==> src/rtl/step_cmd_fifo.sv <==
// step_cmd_fifo: command queue and dispatcher in front of the step-pulse
// generator. MCU bytes (bit7 = dir, bits6:0 = pulses per period) are
// synchronised, queued, and then handed to the generator one at a time with
// a WR strobe. The next command is issued only after the generator's busy
// has risen and fallen again.
// Optional feature: define STEP_CMD_UNDERRUN_EN to add the sticky underrun_o
// flag, which means the queue ran dry while the motor was running.
module step_cmd_fifo #(
  parameter int DEPTH       = 8,
  parameter int AW          = 3,
  parameter int WR_HOLD     = 2,
  parameter int ACK_TIMEOUT = 15
) (
  input  logic          clk_i,
  input  logic          rst_i,
  input  logic [7:0]    host_d_i,
  input  logic          host_wr_i,
  input  logic          flush_i,
  input  logic          gen_busy_i,
  output logic [7:0]    gen_n_o,
  output logic          gen_wr_o,
  output logic [AW:0]   count_o,
  output logic          empty_o,
  output logic          full_o,
  output logic          overflow_o,
  output logic          ack_err_o
`ifdef STEP_CMD_UNDERRUN_EN
  ,
  output logic          underrun_o
`endif
);

  typedef enum logic [1:0] {
    ST_IDLE     = 2'd0,
    ST_LOAD     = 2'd1,
    ST_WAIT_ACK = 2'd2,
    ST_RUN      = 2'd3
  } state_e;

  localparam logic [AW:0] DEPTH_C  = (AW+1)'(DEPTH);
  localparam logic [7:0]  WR_LAST  = 8'(WR_HOLD);
  localparam logic [7:0]  ACK_LAST = 8'(ACK_TIMEOUT - 1);

  // host strobe synchroniser and edge detector
  logic s1_q, s2_q, s3_q;

  // queue storage and bookkeeping
  logic [7:0]    mem_q [DEPTH];
  logic [AW-1:0] wr_ptr_q, rd_ptr_q;
  logic [AW:0]   count_q;
  logic          overflow_q;

  // dispatcher
  state_e        state_q;
  logic [7:0]    timer_q;
  logic [7:0]    gen_n_q;
  logic          gen_wr_q;
  logic          ack_err_q;

  logic push_s, pop_s, push_ok_s, empty_s, full_s;

  assign push_s    = s2_q & ~s3_q;
  assign empty_s   = (count_q == {(AW+1){1'b0}});
  assign full_s    = (count_q == DEPTH_C);
  // A pop is exactly the IDLE->LOAD dispatch decision.
  assign pop_s     = (state_q == ST_IDLE) & ~empty_s & ~gen_busy_i;
  // A push into a full queue is still accepted if a slot frees in the same cycle.
  assign push_ok_s = push_s & (~full_s | pop_s);

  // Two-flop synchroniser for the asynchronous host strobe plus the edge flop.
  always_ff @(posedge clk_i) begin
    if (rst_i) begin
      s1_q <= 1'b0;
      s2_q <= 1'b0;
      s3_q <= 1'b0;
    end else begin
      s1_q <= host_wr_i;
      s2_q <= s1_q;
      s3_q <= s2_q;
    end
  end

  // Queue storage write; flush discards a coinciding push.
  always_ff @(posedge clk_i) begin
    if (!rst_i && !flush_i && push_ok_s) begin
      mem_q[wr_ptr_q] <= host_d_i;
    end
  end

  // Pointers, occupancy counter and sticky overflow; flush beats push and pop.
  always_ff @(posedge clk_i) begin
    if (rst_i) begin
      wr_ptr_q   <= {AW{1'b0}};
      rd_ptr_q   <= {AW{1'b0}};
      count_q    <= {(AW+1){1'b0}};
      overflow_q <= 1'b0;
    end else if (flush_i) begin
      wr_ptr_q   <= {AW{1'b0}};
      rd_ptr_q   <= {AW{1'b0}};
      count_q    <= {(AW+1){1'b0}};
      overflow_q <= 1'b0;
    end else begin
      if (push_ok_s) begin
        wr_ptr_q <= wr_ptr_q + AW'(1);
      end
      if (pop_s) begin
        rd_ptr_q <= rd_ptr_q + AW'(1);
      end
      case ({push_ok_s, pop_s})
        2'b10:   count_q <= count_q + (AW+1)'(1);
        2'b01:   count_q <= count_q - (AW+1)'(1);
        default: count_q <= count_q;
      endcase
      if (push_s && full_s && !pop_s) begin
        overflow_q <= 1'b1;
      end
    end
  end

  // Dispatcher: issue head entry, hold WR, wait for busy to rise, then to fall.
  // Flush deliberately has no effect here so an in-flight command completes.
  always_ff @(posedge clk_i) begin
    if (rst_i) begin
      state_q   <= ST_IDLE;
      timer_q   <= 8'd0;
      gen_n_q   <= 8'd0;
      gen_wr_q  <= 1'b0;
      ack_err_q <= 1'b0;
    end else begin
      case (state_q)
        ST_IDLE: begin
          if (pop_s) begin
            gen_n_q  <= mem_q[rd_ptr_q];
            gen_wr_q <= 1'b1;
            timer_q  <= 8'd1;
            state_q  <= ST_LOAD;
          end
        end
        ST_LOAD: begin
          // timer_q counts high cycles of gen_wr, the first one included.
          if (timer_q >= WR_LAST) begin
            gen_wr_q <= 1'b0;
            timer_q  <= 8'd0;
            state_q  <= ST_WAIT_ACK;
          end else begin
            timer_q <= timer_q + 8'd1;
          end
        end
        ST_WAIT_ACK: begin
          if (gen_busy_i) begin
            state_q <= ST_RUN;
          end else if (timer_q >= ACK_LAST) begin
            ack_err_q <= 1'b1;
            timer_q   <= 8'd0;
            state_q   <= ST_IDLE;
          end else begin
            timer_q <= timer_q + 8'd1;
          end
        end
        ST_RUN: begin
          if (!gen_busy_i) begin
            state_q <= ST_IDLE;
          end
        end
        default: begin
          gen_wr_q <= 1'b0;
          timer_q  <= 8'd0;
          state_q  <= ST_IDLE;
        end
      endcase
    end
  end

`ifdef STEP_CMD_UNDERRUN_EN
  logic underrun_q;

  // Sticky underrun: the generator finished a command with nothing queued.
  always_ff @(posedge clk_i) begin
    if (rst_i) begin
      underrun_q <= 1'b0;
    end else if (flush_i) begin
      underrun_q <= 1'b0;
    end else if ((state_q == ST_RUN) && !gen_busy_i && empty_s) begin
      underrun_q <= 1'b1;
    end
  end

  assign underrun_o = underrun_q;
`endif

  assign gen_n_o    = gen_n_q;
  assign gen_wr_o   = gen_wr_q;
  assign count_o    = count_q;
  assign empty_o    = empty_s;
  assign full_o     = full_s;
  assign overflow_o = overflow_q;
  assign ack_err_o  = ack_err_q;

endmodule

==> config.mk <==
export PLATFORM = sky130hd
export DESIGN_NAME = step_cmd_fifo
export DESIGN_NICKNAME = d
export VERILOG_FILES = /design/src/rtl/step_cmd_fifo.sv
export SDC_FILE = /design/constraint.sdc
export NUM_CORES = 1
export LEC_CHECK = 0
export CAP_MARGIN = 20
export CORE_UTILIZATION = 60
export CTS_CLUSTER_DIAMETER = 80
export CTS_CLUSTER_SIZE = 12
export DETAILED_ROUTE_END_ITERATION = 8
export GPL_TIMING_DRIVEN = 0
export PLACE_DENSITY = 0.81
export SLEW_MARGIN = 5
export SYNTH_ARGS = -nofsm -noshare
export SYNTH_HDL_FRONTEND = slang
export SYNTH_SLANG_ARGS = --single-unit
export TNS_END_PERCENT = 50
==> constraint.sdc <==
create_clock -name clk_i -period 8.2 [get_ports clk_i]
set_clock_uncertainty 0.1 [all_clocks]
set_input_delay 1.64 -clock clk_i [delete_from_list [all_inputs] [get_ports clk_i]]
set_output_delay 1.64 -clock clk_i [all_outputs]
set_load 0.01 [all_outputs]
==> results of run 1 <==
==> state kept, by name (all words and copies together) (netlist names) <==
signal and count:
ack_err_o 1, count_o 4, gen_n_o 8, gen_wr_o 1
mem_q 64, overflow_o 1, rd_ptr_q 3, s1_q 1
s2_q 1, s3_q 1, state_q 2, timer_q 8
wr_ptr_q 3
==> layout by cell type (no fill, tap or decap), types with 7 or more instances in the layout <==
cell,synthesis,layout
mux4_2,16,16
edfxtp_1,64,64
clkbuf_8,0,9
a211oi_1,10,10
nor2_1,32,32
a21oi_1,7,7
clkbuf_1,7,7
clkdlybuf4s50_1,0,29
ha_1,11,11
dfxtp_1,34,34
nand2_1,10,10
mux2i_1,10,10
==> cell type report <==
| type | instances | area (um^2) |
|---|---|---|
| clock inverter | 7 | 52.55 |
| buffer | 12 | 48.80 |
| timing repair buffer | 29 | 290.3 |
| multi-input combinational | 168 | 1416 |
| clock buffer | 9 | 123.9 |
| inverter | 5 | 18.77 |
| fill | 428 | 1809 |
| tap | 77 | 96.34 |
| sequential | 98 | 2603 |
==> metal layers <==
| layer | up-vias | track usage (%) |
|---|---|---|
| met3 | 24 | 4.916 |
| li1 | 1161 | - |
| met1 | 1186 | 28.16 |
| met5 | - | 0 |
| met2 | 58 | 39.64 |
| met4 | 0 | 13.25 |
==> worst register-to-register path, cell delays in order (launching register included) <==
cell and delay (ns):
dfxtp_1 0.36, inv_1 0.15, ha_1 0.25, nand2b_1 0.07, clkbuf_1 0.21, a31oi_1 0.52
nand3b_1 0.27, nor2_1 0.75
==> metrics by stage <==
stage / cell area, um^2 / total power (W) / utilization, % / hold WS (ns)
after floorplan: 4076 / 0.0006185 / - / 0.3138
after CTS: 4649 / 0.0009277 / 71.99 / 0.3425
after global routing: 4649 / 0.0009595 / 71.99 / 0.3916
after detailed placement: 4473 / 0.0006503 / 69.26 / 0.3204
after global placement: 4463 / 0.0006470 / 69.10 / 0.3248
final: 4649 / 0.0009241 / 71.99 / 0.3427
==> path summary, 6_finish.rpt <==
| kind | from | endpoint | slack (ns) | cells after the start |
|---|---|---|---|---|
| worst max-delay path | gen_busy_i | mem_q[2][4] | 4.00 | 6 |
| worst min-delay path | s1_q | s2_q | 0.34 | 1 |
| worst max register to register | state_q[0] | mem_q[2][4] | 5.14 | 7 |
| worst min register to register | s1_q | s2_q | 0.34 | 1 |
==> report_power, final <==
part / switching, W / internal [W]
logic: 0.0000566 / 0.0000432
registers: 0.00000790 / 0.000532
clock network: 0.000171 / 0.000113
total: 0.000235 / 0.000689
==> kinds of logic after synthesis <==
group | share of synthesized area [%]
flip-flops | 63.84
AND/OR/NAND/NOR | 10.87
AO/OA/AOI/OAI | 7.458
multiplexers | 11.30
buffers and inverters | 1.658
adder cells (fa/ha/maj) | 3.376
XOR/XNOR | 1.504
==> impl_metrics.py, run 1 <==
metrics = {
    "run_status": {
        "status": "complete, but fails checks",
        "violations": "DRC",
    },
    "global_route": {
        "grt_pass1_wl_um": 12030,
        "overflow": 0,
        "grt_use_total_pct": 23.41,
        "grt_pass1_vias": 2386,
        "antenna_found_initial": 0,
        "grt_max_degree": 18,
    },
    "timing": {
        "rsz0062_at_grt": "false",
        "fin_ws_ns": 4.003,
        "relSlewSlack_pct": 39.12,
        "final.setup.tns_ns": 0,
        "drv_slew": 0,
        "fmax_ghz": 0.2383,
        "fin_crit_sh_pct": 51.18,
        "hold_violations": 0,
        "tightest_slew_ns": 0.9098,
        "post-route-min-period_ns": 4.197,
        "setup_viol": 0,
    },
    "placed_design": {
        "pre_cts_slack_ns": 3.640,
        "port_buffers": 29,
        "dp_cells": 389,
        "dpl.hpwl_um": 5228,
        "gp_congestion": 0.7703,
    },
    "synthesis": {
        "seq_area_frac_synth_pct": 63.84,
        "synth_async_sr_flop_share_pct": 0,
        "yosysTopAreaCell": "edfxtp_1",
        "synthCells": 283,
        "synth_top_area_share_pct": 47.15,
        "yosysMostFrequentCell": "edfxtp_1",
        "synth_area_per_cell_um2": 14.40,
        "synth_top_flop_cell": "edfxtp_1",
        "synth-edff-count": 64,
        "netlist_area_mm2": 0.004076,
        "synthTopCellsByCount": "edfxtp_1, dfxtp_1, nor2_1, mux4_2, ha_1",
        "synth_area_leaders": "edfxtp_1, dfxtp_1, mux4_2, ha_1, nor2_1",
        "synth_warnings": 0,
        "yosys.cell_types.count": 47,
        "ys_ff_latch": 98,
        "syn_nets": 307,
    },
    "routing": {
        "wl_um": 7522,
        "antenna_left": 0,
        "first_pass_iters": 7,
        "wl_met1_um": 3160,
        "wl_per_cell_um": 18.57,
        "vias": 2429,
        "routed-wl-met2_um": 3767,
        "top_layer_used": "met4",
        "drtIter0Drc": 162,
        "route.met3.wl_um": 344,
        "drc": 4,
        "viasPerCell": 5.998,
    },
    "clocking": {
        "root_buffer": "clkbuf_8",
        "clock_path_buffers": 2,
        "cts_tree": "yes",
        "post_cts_buffers": 0,
        "numCtsBuffers": 9,
        "hold_buffers": 0,
        "cts_resized": 0,
        "cts-htree-levels": 3,
        "cts.sinks": 98,
        "clk-insertion-delay-late_ns": 0.37,
        "clk_pin_slew_ns": 0.09,
    },
    "finish": {
        "final_cell_count_no_fill": 405,
        "syn_to_final_growth_pct": 14.06,
        "diodes": 0,
        "layout.nets": 347,
        "drive_gt1_share_pct": 14.02,
    },
    "worst_setup_path": {
        "critPathKind": "in -> reg",
        "cp_top_family": "simple AND/OR/NAND/NOR gates",
        "slowest_stage": "nor2_1",
        "cp_num_buf_inv": 2,
        "crit_fanout": 10,
        "path_cells": "clkdlybuf4s50_1, nand2b_1, clkbuf_1, a31oi_1, nand3b_1, nor2_1",
        "startpoint_type": "primary input",
        "cp_data_arrival_time_ns": 4.09,
        "required_ns": 8.10,
        "max_stage_delay_ns": 0.75,
        "cp-end-kind": "flip-flop",
    },
    "floorplan": {
        "die_y_um": 84.43,
        "dieArea_mm2": 0.007128,
        "core_mm2": 0.006459,
        "die_w_um": 84.43,
        "initial_utilization_pct": 63.12,
        "rows": 29,
        "io_pins": 30,
    },
    "pwr": {
        "vdd_drop_max_mv": 0.1583,
        "total_leakage_power_nw": 1.493,
        "power_density_mw_per_mm2": 198.7,
    },
    "worst_hold_path": {
        "hold_class": "reg -> reg",
    },
    "flow_run": {
        "drv_cap": 0,
    },
}
Note: power is estimated with default switching activity, not from simulation.
==> run 2, diff against run 1 <==
--- a/config.mk
+++ b/config.mk
@@ -6,12 +6,12 @@
 export NUM_CORES = 1
 export LEC_CHECK = 0
 export CAP_MARGIN = 20
-export CORE_UTILIZATION = 60
+export CORE_UTILIZATION = 58
 export CTS_CLUSTER_DIAMETER = 80
 export CTS_CLUSTER_SIZE = 12
 export DETAILED_ROUTE_END_ITERATION = 8
 export GPL_TIMING_DRIVEN = 0
-export PLACE_DENSITY = 0.81
+export PLACE_DENSITY = 0.79
 export SLEW_MARGIN = 5
 export SYNTH_ARGS = -nofsm -noshare
 export SYNTH_HDL_FRONTEND = slang
==> constraint.sdc (replaced) <==
create_clock -name clk_i -period 4 [get_ports clk_i]
set_clock_uncertainty 0.1 [all_clocks]
set_input_delay 0.8 -clock clk_i [delete_from_list [all_inputs] [get_ports clk_i]]
set_output_delay 0.8 -clock clk_i [all_outputs]
set_load 0.01 [all_outputs]
==> impl_metrics.py, run 2 (synthesis gave the netlist of run 1 again) <==
metrics = {
    "timing": {
        "drv_slew": 0,
        "fin_crit_sh_pct": 84.48,
        "relSlewSlack_pct": 39.30,
        "rsz0062_at_grt": "false",
        "setup_viol": 0,
        "fin_hold_ws_ns": 0.3755,
        "hold_violations": 0,
        "fmax_ghz": 0.2959,
        "tightest_slew_ns": 0.9072,
        "post-route-min-period_ns": 3.379,
    },
    "worst_setup_path": {
        "cp-end-kind": "flip-flop",
        "slowest_stage": "nor3_1",
        "startpoint_type": "primary input",
        "worstRegToRegCells": 8,
        "max_stage_delay_ns": 0.59,
        "cp_num_buf_inv": 3,
        "reg2reg_setup_slack_ns": 0.91,
        "cp_data_arrival_time_ns": 3.35,
        "path_cells": "clkdlybuf4s50_1, nand2b_1, clkbuf_1, a31oi_1, nand3b_1, nor3_1, buf_4",
        "crit_cells": 7,
        "r2r-start": "state_q[0]",
        "required_ns": 3.97,
        "critPathKind": "in -> reg",
        "reg2reg_to": "mem_q[0][4]",
        "cp_top_family": "simple AND/OR/NAND/NOR gates",
        "crit_fanout": 10,
    },
    "clocking": {
        "cts-htree-levels": 3,
        "cts_tree": "yes",
        "cts_resized": 0,
        "post_cts_buffers": 0,
        "numCtsBuffers": 9,
        "clk_pin_slew_ns": 0.09,
        "clk-insertion-delay-late_ns": 0.36,
        "hold_buffers": 0,
        "clock_path_buffers": 2,
        "root_buffer": "clkbuf_8",
        "cts.sinks": 98,
    },
    "placed_design": {
        "dpl.hpwl_um": 5113,
        "placed_area_mm2": 0.004502,
        "gp_congestion": 0.8083,
        "port_buffers": 29,
        "dp_cells": 410,
    },
    "flow_run": {
        "drv_cap": 0,
    },
    "global_route": {
        "grt_max_degree": 19,
        "grt_pass1_vias": 2355,
        "overflow": 0,
        "grt_use_total_pct": 22.11,
        "antenna_found_initial": 0,
        "grt_pass1_wl_um": 11890,
    },
    "floorplan": {
        "initial_utilization_pct": 60.00,
        "rows": 30,
        "core_mm2": 0.006794,
        "io_pins": 30,
        "dieArea_mm2": 0.007368,
        "die_w_um": 85.84,
        "die_y_um": 85.84,
    },
    "finish": {
        "final_common_cell": "edfxtp_1",
        "diodes": 0,
        "layout_common_cells": "edfxtp_1, dfxtp_1, nor2_1",
        "num-fill-cells": 479,
        "final_cell_count_no_fill": 426,
        "largest_register_ffs": 64,
        "layout.nets": 349,
        "drive_gt1_share_pct": 13.94,
        "top_register": "mem_q",
        "syn_to_final_growth_pct": 14.92,
        "stdcell_area_mm2": 0.004684,
    },
    "worst_hold_path": {
        "hold_depth": 1,
        "hold_path_end": "s2_q",
        "hold_class": "reg -> reg",
        "hold_start": "s1_q",
    },
    "routing": {
        "drc": 0,
        "antenna_left": 0,
        "wl_um": 7540,
        "wl_per_cell_um": 17.70,
        "vias": 2444,
        "viasPerCell": 5.737,
        "first_pass_iters": 4,
        "drtIter0Drc": 90,
    },
    "pwr": {
        "vdd_drop_max_mv": 0.3826,
        "total_leakage_power_nw": 1.491,
        "power_density_mw_per_mm2": 407.1,
        "power_w": 0.001907,
    },
    "run_status": {
        "status": "complete, no violations",
    },
}
[run 2: cell count changes in the layout (fill, tap and decap cells not counted), sizes merged]
cell,delta
clkinv,-1
clkinvlp,+1
buf,+2
[run 2: cell type report]
| type | count | area (um^2) | area share (%) |
|---|---|---|---|
| inverters | 5 | 18.77 | 0.4006 |
| plain buffers | 12 | 48.80 | 1.042 |
| multi-input cells | 168 | 1406 | 30.02 |
| clock buffers | 9 | 123.9 | 2.644 |
| flip-flops and latches | 98 | 2603 | 55.56 |
| clock inverters | 7 | 58.81 | 1.255 |
| well taps | 96 | 120.1 | 2.564 |
| repair buffers | 31 | 305.3 | 6.517 |
[run 2: report_power, final]
part           internal (W)  switching, W
Combinational     0.0000888      0.000115
Sequential          0.00109     0.0000162
Clock              0.000236      0.000360
[run 2: metal layers]
layer	vias up	share of wire, %	wire length [um]	GRT usage, %
li1	1175	-	-	-
met1	1207	46	3488	29.57
met2	52	49	3723	36.15
met3	10	3.0	229	5.486
met4	0	1.3	98	6.970
met5	-	0	0	0
[run 2: how the worst max path moves through the flow]
stage	start	to	slack (ns)
after global placement	gen_busy_i	mem_q[1][0]	-0.02
after detailed placement	gen_busy_i	mem_q[0][6]	0.21
after CTS	gen_busy_i	mem_q[0][4]	0.58
after floorplan	gen_busy_i	mem_q[1][0]	1.20
final	gen_busy_i	mem_q[0][4]	0.62
after global routing	gen_busy_i	mem_q[0][4]	0.44
[run 2: stage by stage]
stage	setup WS, ns	util, %	TNS (ns)
2_1_floorplan	1.204	-	0
3_3_place_gp	-0.02128	66.04	-0.2070
3_5_place_dp	0.2061	66.26	0
4_1_cts	0.5787	68.95	0
5_1_grt	0.4399	68.95	0
6_report	0.6206	68.95	0
==> run 3, diff against run 2 <==
==> constraint.sdc (replaced) <==
create_clock -name clk_i -period 3.3 [get_ports clk_i]
set_clock_uncertainty 0.1 [all_clocks]
set_input_delay 0.66 -clock clk_i [delete_from_list [all_inputs] [get_ports clk_i]]
set_output_delay 0.66 -clock clk_i [all_outputs]
set_load 0.01 [all_outputs]
==> impl_metrics.py, run 3 (synthesis gave the netlist of run 1 again) <==
metrics = {
    "clocking": {
        "cts.sinks": 98,
        "clk_pin_slew_ns": 0.09,
        "clk-insertion-delay-late_ns": 0.36,
        "cts_resized": 0,
        "post_cts_buffers": 0,
        "clock_path_buffers": 2,
        "numCtsBuffers": 9,
        "root_buffer": "clkbuf_8",
        "hold_buffers": 0,
        "cts-htree-levels": 3,
        "cts_tree": "yes",
    },
    "pwr": {
        "total_leakage_power_nw": 1.500,
        "p_int_w": 0.001716,
        "power_density_mw_per_mm2": 491.5,
        "vdd_drop_max_mv": 0.4639,
        "switchingPower_w": 0.0005966,
        "p_comb_share_pct": 10.7,
        "clkPwrFrac_pct": 31.3,
        "p_sw_share_pct": 25.80,
        "pwr-share-seq_pct": 58.0,
    },
    "worst_setup_path": {
        "cp-end-kind": "flip-flop",
        "cp_num_buf_inv": 2,
        "required_ns": 3.19,
        "critPathKind": "in -> reg",
        "slowest_stage": "nor2_1",
        "reg2reg_to": "mem_q[6][0]",
        "startpoint_type": "primary input",
        "crit_fanout": 10,
        "crit_cells": 6,
        "path_cells": "clkdlybuf4s50_1, nand2b_1, clkbuf_1, a31oi_1, nand3b_1, nor2_1",
        "startpoint": "gen_busy_i",
        "max_stage_delay_ns": 0.75,
        "critPathCapture": "mem_q[6][0]",
        "cp_top_family": "simple AND/OR/NAND/NOR gates",
        "worstRegToRegCells": 7,
        "r2r-start": "state_q[0]",
        "cp_data_arrival_time_ns": 3.13,
        "reg2reg_setup_slack_ns": 0.21,
    },
    "global_route": {
        "grt_pass1_wl_um": 11890,
        "overflow": 0,
        "grt_max_degree": 19,
        "grt_pass1_vias": 2355,
        "grt_use_total_pct": 22.11,
        "antenna_found_initial": 0,
    },
    "routing": {
        "wl_per_cell_um": 17.81,
        "viasPerCell": 5.751,
        "vias": 2450,
        "drc": 0,
        "antenna_left": 0,
        "drtIter0Drc": 108,
        "first_pass_iters": 4,
        "wl_um": 7587,
    },
    "timing": {
        "tightest_slew_ns": 0.8906,
        "fin_crit_sh_pct": 97.94,
        "relSlewSlack_pct": 40.41,
        "hold_violations": 0,
        "setup_viol": 0,
        "drv_slew": 0,
        "post-route-min-period_ns": 3.232,
        "fmax_ghz": 0.3094,
        "rsz0062_at_grt": "true",
        "fin_ws_ns": 0.06785,
    },
    "placed_design": {
        "port_buffers": 29,
        "gp_congestion": 0.8083,
        "pre_cts_slack_ns": -0.3539,
        "dpl.hpwl_um": 5113,
    },
    "finish": {
        "drive_gt1_share_pct": 15.76,
        "syn_to_final_growth_pct": 15.41,
        "largest_register_ffs": 64,
        "final_util_pct": 69.24,
        "num-fill-cells": 479,
        "top_register": "mem_q",
        "layout.nets": 349,
        "layout_common_cells": "edfxtp_1, dfxtp_1, clkdlybuf4s50_1",
        "diodes": 0,
        "final_common_cell": "edfxtp_1",
    },
    "floorplan": {
        "io_pins": 30,
        "initial_utilization_pct": 60.00,
        "dieArea_mm2": 0.007368,
        "die_y_um": 85.84,
        "core_mm2": 0.006794,
        "die_w_um": 85.84,
        "rows": 30,
    },
    "worst_hold_path": {
        "hold_class": "reg -> reg",
    },
    "flow_run": {
        "drv_cap": 0,
    },
    "run_status": {
        "status": "complete, no violations",
    },
}
run 3: through the flow:
stage	cells	total power, W	hold slack, ns	setup TNS [ns]	area [um^2]
after global placement	408	0.001608	0.3330	-18.37	4487
after detailed placement	410	0.001615	0.3626	-15.41	4502
after global routing	426	0.002400	0.3868	-0.9433	4705
final	426	0.002312	0.3755	0	4705
after floorplan	283	0.001537	0.3138	0	4076
after CTS	426	0.002320	0.3840	0	4684
run 3: how the worst min path moves through the flow:
stage / depth (start not counted) / slack, ns / from / end
floorplan: 1 / 0.31 / s1_q / s2_q
global placement: 1 / 0.33 / s1_q / s2_q
detailed placement: 1 / 0.36 / s1_q / s2_q
CTS: 1 / 0.38 / s1_q / s2_q
global route: 1 / 0.39 / s1_q / s2_q
finish: 1 / 0.38 / s1_q / s2_q
run 3: layout make-up:
type	count	area, um^2	share of cell area [%]
clock inverters	7	58.81	1.250
well taps	96	120.1	2.553
multi-input cells	168	1426	30.32
repair buffers	31	305.3	6.489
clock buffers	9	123.9	2.633
plain buffers	12	48.80	1.037
inverters	5	18.77	0.3989
flip-flops and latches	98	2603	55.32
run 3: routing by layer:
layer	vias to the layer above	GRT usage [%]	share of wire (%)
met4	0	6.970	1.5
met1	1204	29.57	46
met2	62	36.15	50
met3	10	5.486	3.1
li1	1174	-	-
met5	-	0	0
run 3: power groups by stage:
stage	Combinational [W]	Sequential (W)	Clock, W
final	0.000248	0.00134	0.000723
after floorplan	0.000169	0.00137	0
after global routing	0.000274	0.00134	0.000782
after CTS	0.000248	0.00134	0.000732
after global placement	0.000240	0.00137	0
after detailed placement	0.000246	0.00137	0
